`config.mk`:
```
export PLATFORM = sky130hd
export DESIGN_NAME = reg_wb_arbiter
export DESIGN_NICKNAME = d
export VERILOG_FILES = /design/src/rtl/reg_wb_arbiter_pkg.sv /design/src/rtl/wb_fifo.sv /design/src/rtl/reg_wb_arbiter.sv
export SDC_FILE = /design/constraint.sdc
export NUM_CORES = 1
export LEC_CHECK = 0
export BUFFER_PORTS_ARGS = -buffer_cell sky130_fd_sc_hd__buf_2
export CAP_MARGIN = 10
export CORE_UTILIZATION = 65
export CTS_BUF_LIST = sky130_fd_sc_hd__clkbuf_2 sky130_fd_sc_hd__clkbuf_4 sky130_fd_sc_hd__clkbuf_8
export DETAILED_ROUTE_END_ITERATION = 10
export GPL_TIMING_DRIVEN = 1
export HOLD_SLACK_MARGIN = 0.1
export PLACE_DENSITY = 0.87
export SLEW_MARGIN = 15
export SYNTH_ARGS = -nofsm -noshare
export SYNTH_HDL_FRONTEND = slang
export SYNTH_SLANG_ARGS = --single-unit
```
`constraint.sdc`:
```
create_clock -name CLK -period 4.1 [get_ports CLK]
set_input_delay 0 -clock CLK [delete_from_list [all_inputs] [get_ports CLK]]
set_output_delay 0 -clock CLK [all_outputs]
set_load 0.02 [all_outputs]
```
`src/rtl/reg_wb_arbiter_pkg.sv`:
```
// Shared constants and types for the register-file writeback arbiter.
// Source ids pick which writeback FIFO the round-robin pointer favours.
package reg_wb_arbiter_pkg;

  localparam int unsigned DATA_W     = 8;
  localparam int unsigned ADDR_W     = 3;
  localparam int unsigned NUM_REGS   = 8;
  localparam int unsigned FIFO_DEPTH = 2;
  localparam int unsigned CNT_W      = 3;

  typedef enum logic {
    SRC_ALU = 1'b0,
    SRC_MEM = 1'b1
  } src_e;

  typedef struct packed {
    logic [ADDR_W-1:0] addr;
    logic [DATA_W-1:0] data;
  } wb_entry_t;

  function automatic src_e other_src(input src_e s);
    return (s == SRC_ALU) ? SRC_MEM : SRC_ALU;
  endfunction

endpackage

```
`src/rtl/wb_fifo.sv`:
```
// Small synchronous FIFO holding pending writebacks for one source.
// DEPTH must be a power of two; pointers carry one extra wrap bit.
module wb_fifo #(
  parameter int unsigned WIDTH = 11,
  parameter int unsigned DEPTH = 2
) (
  input  logic             clk_i,
  input  logic             rst_i,
  input  logic             push_i,
  input  logic [WIDTH-1:0] push_data_i,
  input  logic             pop_i,
  output logic [WIDTH-1:0] head_o,
  output logic             full_o,
  output logic             empty_o
);

  localparam int unsigned IDX_W = (DEPTH > 1) ? $clog2(DEPTH) : 1;

  logic [WIDTH-1:0] mem_q [DEPTH];
  logic [IDX_W:0]   wr_ptr_q, wr_ptr_d;
  logic [IDX_W:0]   rd_ptr_q, rd_ptr_d;
  logic             do_push, do_pop;

  // Full/empty depend only on registered pointers, so a pop in the same
  // cycle never frees a slot for the incoming push.
  always_comb begin
    empty_o  = (wr_ptr_q == rd_ptr_q);
    full_o   = (wr_ptr_q[IDX_W] != rd_ptr_q[IDX_W]) &&
               (wr_ptr_q[IDX_W-1:0] == rd_ptr_q[IDX_W-1:0]);
    do_push  = push_i && !full_o;
    do_pop   = pop_i && !empty_o;
    wr_ptr_d = wr_ptr_q + (IDX_W+1)'(do_push);
    rd_ptr_d = rd_ptr_q + (IDX_W+1)'(do_pop);
    head_o   = mem_q[rd_ptr_q[IDX_W-1:0]];
  end

  always_ff @(posedge clk_i) begin
    if (rst_i) begin
      wr_ptr_q <= '0;
      rd_ptr_q <= '0;
    end else begin
      wr_ptr_q <= wr_ptr_d;
      rd_ptr_q <= rd_ptr_d;
    end
  end

  always_ff @(posedge clk_i) begin
    if (do_push && !rst_i) begin
      mem_q[wr_ptr_q[IDX_W-1:0]] <= push_data_i;
    end
  end

endmodule

```
`src/rtl/reg_wb_arbiter.sv`:
```
// Merges ALU and load writebacks onto the single register-file write port
// with round-robin arbitration and a per-register pending scoreboard.
module reg_wb_arbiter
  import reg_wb_arbiter_pkg::*;
(
  input  logic                CLK,
  input  logic                RESET,
  input  logic                ALU_VALID,
  input  logic [ADDR_W-1:0]   ALU_ADDR,
  input  logic [DATA_W-1:0]   ALU_DATA,
  output logic                ALU_READY,
  input  logic                MEM_VALID,
  input  logic [ADDR_W-1:0]   MEM_ADDR,
  input  logic [DATA_W-1:0]   MEM_DATA,
  output logic                MEM_READY,
  output logic                WRITEENABLE,
  output logic [ADDR_W-1:0]   WRITEREG,
  output logic [DATA_W-1:0]   WRITEDATA,
  output logic [NUM_REGS-1:0] PENDING
);

  wb_entry_t alu_in, mem_in, alu_head, mem_head, grant_entry;
  logic      alu_full, alu_empty, mem_full, mem_empty;
  logic      alu_push, mem_push, alu_pop, mem_pop;
  logic      grant_vld;
  src_e      grant_src;
  src_e      rr_q, rr_d;

  logic                we_q, we_d;
  logic [ADDR_W-1:0]   wreg_q, wreg_d;
  logic [DATA_W-1:0]   wdata_q, wdata_d;
  logic [CNT_W-1:0]    cnt_q [NUM_REGS];
  logic [CNT_W-1:0]    cnt_d [NUM_REGS];
  logic [NUM_REGS-1:0] pending_q, pending_d;

  always_comb begin
    alu_in   = '{addr: ALU_ADDR, data: ALU_DATA};
    mem_in   = '{addr: MEM_ADDR, data: MEM_DATA};
    alu_push = ALU_VALID && !alu_full;
    mem_push = MEM_VALID && !mem_full;
  end

  wb_fifo #(
    .WIDTH ($bits(wb_entry_t)),
    .DEPTH (FIFO_DEPTH)
  ) u_alu_fifo (
    .clk_i       (CLK),
    .rst_i       (RESET),
    .push_i      (alu_push),
    .push_data_i (alu_in),
    .pop_i       (alu_pop),
    .head_o      (alu_head),
    .full_o      (alu_full),
    .empty_o     (alu_empty)
  );

  wb_fifo #(
    .WIDTH ($bits(wb_entry_t)),
    .DEPTH (FIFO_DEPTH)
  ) u_mem_fifo (
    .clk_i       (CLK),
    .rst_i       (RESET),
    .push_i      (mem_push),
    .push_data_i (mem_in),
    .pop_i       (mem_pop),
    .head_o      (mem_head),
    .full_o      (mem_full),
    .empty_o     (mem_empty)
  );

  // The pointer only advances when both sources compete for the port.
  always_comb begin
    grant_vld = !alu_empty || !mem_empty;
    grant_src = SRC_ALU;
    rr_d      = rr_q;
    if (!alu_empty && !mem_empty) begin
      grant_src = rr_q;
      rr_d      = other_src(rr_q);
    end else if (!mem_empty) begin
      grant_src = SRC_MEM;
    end
    grant_entry = (grant_src == SRC_MEM) ? mem_head : alu_head;
    alu_pop     = grant_vld && (grant_src == SRC_ALU);
    mem_pop     = grant_vld && (grant_src == SRC_MEM);
    we_d        = grant_vld;
    wreg_d      = grant_vld ? grant_entry.addr : wreg_q;
    wdata_d     = grant_vld ? grant_entry.data : wdata_q;
  end

  // Accepts and the retiring write land in the same update as a net change.
  always_comb begin
    pending_d = '0;
    for (int unsigned r = 0; r < NUM_REGS; r++) begin
      cnt_d[r] = cnt_q[r]
               + CNT_W'(alu_push && (ALU_ADDR == ADDR_W'(r)))
               + CNT_W'(mem_push && (MEM_ADDR == ADDR_W'(r)))
               - CNT_W'(we_q && (wreg_q == ADDR_W'(r)));
      pending_d[r] = (cnt_d[r] != '0);
    end
  end

  always_ff @(posedge CLK) begin
    if (RESET) begin
      rr_q      <= SRC_ALU;
      we_q      <= 1'b0;
      wreg_q    <= '0;
      wdata_q   <= '0;
      pending_q <= '0;
      for (int unsigned r = 0; r < NUM_REGS; r++) begin
        cnt_q[r] <= '0;
      end
    end else begin
      rr_q      <= rr_d;
      we_q      <= we_d;
      wreg_q    <= wreg_d;
      wdata_q   <= wdata_d;
      pending_q <= pending_d;
      for (int unsigned r = 0; r < NUM_REGS; r++) begin
        cnt_q[r] <= cnt_d[r];
      end
    end
  end

  always_comb begin
    ALU_READY   = !alu_full;
    MEM_READY   = !mem_full;
    WRITEENABLE = we_q;
    WRITEREG    = wreg_q;
    WRITEDATA   = wdata_q;
    PENDING     = pending_q;
  end

endmodule

```
==> impl_metrics.toml <==
[status]
status = "finished, final reports clean"

[clocking]
numCtsBuffers = 9
postCtsSetupBuffers = 0
ctsResizeCount = 0
path_clk_slew_ns = 0.09
cts_htree_levels = 3
cts_tree = "done"
clock_latency_ns = 0.36
clk_path_buf_depth = 2
clock-sinks = 97
cts_root_buffer = "clkbuf_8"

[job]
maxCapViolations = 0

[critical_path]
endpoint_kind = "flip-flop"
crit_buf_inv = 2
cp_top_family = "adder cells"
worstSetupStartpointType = "flip-flop"
crit_arrival_ns = 3.24
timing.rr.start = "u_mem_fifo.rd_ptr_q[0]"
rr_worst_depth = 12
ff2ff_setup_slack_ns = 1.05
crit_fanout = 25
required_ns = 4.30
cp_slowest_cell = "fa_1"
crit_start = "u_mem_fifo.rd_ptr_q[0]"
crit_path_cell_trace = "buf_4 -> xor2_1 -> o21ai_0 -> nor2_1 -> nand3_1 -> ha_1 -> fa_1 -> inv_1 -> fa_1 -> xnor2_1 -> xnor2_1 -> a31oi_1"
crit_path_max_incr_delay_ns = 0.38
critPathKind = "reg2reg"
r2r-end = "PENDING[3]"

[pwr]
p_leak_nw = 1.93
ir_drop_uv = 510
p_per_area_nw_per_um2 = 682
finalPower_mw = 3.46

[sta]
rsz0062_at_grt = "false"
max-slew-margin-rel_pct = 33.2
drv_slew = 0
tightest_slew_ns = 1.00
setup_tns_ns = 0
finalCritPeriodShare_pct = 74.3
fin_crit_ns = 3.05
hold_viol = 0
skew_ns = 0.00938
setup_viol = 0
fmaxAchievable_mhz = 328

[route]
drt-pass1-iter-count = 4
post-route-drc-count = 0
wirelength_um = 8860
drt-wirelength-per-cell_um = 17.2
vias = 2873
via_per_inst = 5.58
drt_iter0_markers = 176
ant_nets = 0

[global_routing]
grt_max_degree = 58
grt_pass1_wl_um = 14400
grt.total_usage_pct = 27.6
antenna_found_initial = 0
grt_pass1_vias = 2971
grt_overflow_total = 0

[logic_synthesis]
synth_edf_count = 44
synthTopCellsByArea = "edfxtp_1, dfxtp_1, fa_1, xnor2_1, inv_1"
syn_inst = 359
yosys_most_used_dff = "dfxtp_1"
yosys.area.top_type_share_pct = 30.5
synthesis.area_um2 = 4330
synth_area_leader_cell = "edfxtp_1"
async_flop_share_pct = 0
yosys_register_bits = 97
syn_nets = 413
synth.avg_cell_area_um2 = 12.1
ys_warn_count = 0
seq_area_frac_synth_pct = 55.0
yosysUniqueCellTypes = 34

[placed_design]
post_dp_cell_area_um2 = 4650
dp_hpwl_um = 5830
dp_cells = 477
gp_congestion = 0.846
portBuffers = 47

[floorplan]
dieArea_um2 = 6990
core-area_um2 = 6390
ioPinCount = 48
die_y_um = 83.6
fp.dieW_um = 83.6
start_util_pct = 67.8
std_cell_rows = 29

[hold_path]
holdPathEnd = "cnt_q[0][5]"
hp-class = "in2reg"
min_path_cells = 2
min_from = "RESET"

[finish]
nNetsFinal = 487
stdcell_area_um2 = 5070
antenna_cells = 0
fillCellCount = 387
stdcell_count = 515
syn2layout_area_growth_pct = 17.1
drive_above_1_share_pct = 18.9
==> cell usage in the layout (no fill, tap or decap), types with 12 or more instances in the layout <==
master	synthesis	layout
xnor2_1	24	24
ha_1	12	12
nor2b_1	18	18
dfxtp_1	53	53
nor2_1	41	41
edfxtp_1	44	44
buf_2	3	47
dlygate4sd3_1	0	22
fa_1	16	16
inv_1	43	43
==> state kept, by name (all words and copies together), names as in the netlist <==
register,count
u_alu_fifo.rd_ptr_q,2
rr_q,1
u_mem_fifo.rd_ptr_q,2
WRITEREG,3
WRITEDATA,8
u_mem_fifo.wr_ptr_q,2
cnt_q,24
u_mem_fifo.mem_q,22
u_alu_fifo.wr_ptr_q,2
PENDING,8
u_alu_fifo.mem_q,22
WRITEENABLE,1
==> per-layer routing <==
metal / global-route usage, % / wire length (um)
met1: 34.5 / 3630
met2: 46.0 / 4570
met3: 6.33 / 495
met4: 12.2 / 158
met5: 0 / 0
==> through the flow <==
stage | hold slack (ns) | utilization, % | setup slack (ns)
after floorplan | 0.0989 | - | 1.55
after global placement | 0.188 | 72.7 | 1.21
after detailed placement | 0.193 | 72.7 | 1.10
after CTS | 0.277 | 79.4 | 1.07
after global routing | 0.319 | 79.4 | 0.758
final | 0.301 | 79.4 | 1.05
==> timing repair <==
item / CTS / global route
hold buffers: 22 / 0
setup endpoints to repair: 0 / 0
hold endpoints to repair: 44 / 0
==> report_power, final <==
part           leakage [nW]  internal [mW]  total [mW]  switching, mW
Clock                0.0994          0.289       0.637          0.349
Combinational         0.986          0.569        1.44          0.875
Sequential            0.840           1.25        1.37          0.128
Total                  1.93           2.10        3.46           1.35
==> cell families after synthesis <==
group	share of synthesized area [%]
adders and majority gates	10.9
AOI/OAI and AO/OA	10.1
xor gates and xnor gates	6.04
buffers and inverters	5.46
DFF	55.0
muxes	2.54
and+or+nand+nor	9.97
==> final cells by class <==
cell class                      instances  area [um2]  share of cell area, %
Clock buffer                            9         124                   2.44
Sequential cell                        97        2380                   47.0
Multi-Input combinational cell        205        1710                   33.7
Timing Repair Buffer                   77         515                   10.2
Clock inverter                          7        78.8                   1.56
Inverter                               43         161                   3.18
Tap cell                               77        96.3                   1.90
==> how the worst max path moves through the flow <==
stage / endpoint / cells after the start
final: PENDING[3] / 12
after global routing: PENDING[2] / 12
after CTS: PENDING[3] / 12
after detailed placement: PENDING[3] / 12
after global placement: PENDING[4] / 12
after floorplan: PENDING[7] / 11
==> cell usage after synthesis (2+ instances only) <==
| library cell | count |
|---|---|
| nor2_1 | 41 |
| nand2_1 | 10 |
| nand4_1 | 3 |
| xor2_1 | 4 |
| a2111oi_0 | 2 |
| nand3_1 | 8 |
| nor3b_1 | 2 |
| fa_1 | 16 |
| nor2b_1 | 18 |
| a31oi_1 | 8 |
| nand2b_1 | 3 |
| buf_6 | 2 |
| dfxtp_1 | 53 |
| xnor2_1 | 24 |
| a211oi_2 | 2 |
| mux2i_1 | 11 |
| buf_2 | 3 |
| and2b_1 | 2 |
| a211oi_1 | 9 |
| o21ai_0 | 2 |
| edfxtp_1 | 44 |
| a2111oi_4 | 2 |
| a2111oi_2 | 7 |
| inv_1 | 43 |
| buf_1 | 2 |
| nor3_1 | 4 |
| clkbuf_1 | 6 |
| ha_1 | 12 |
| o21bai_1 | 11 |
(Power assumes the default switching activity.)
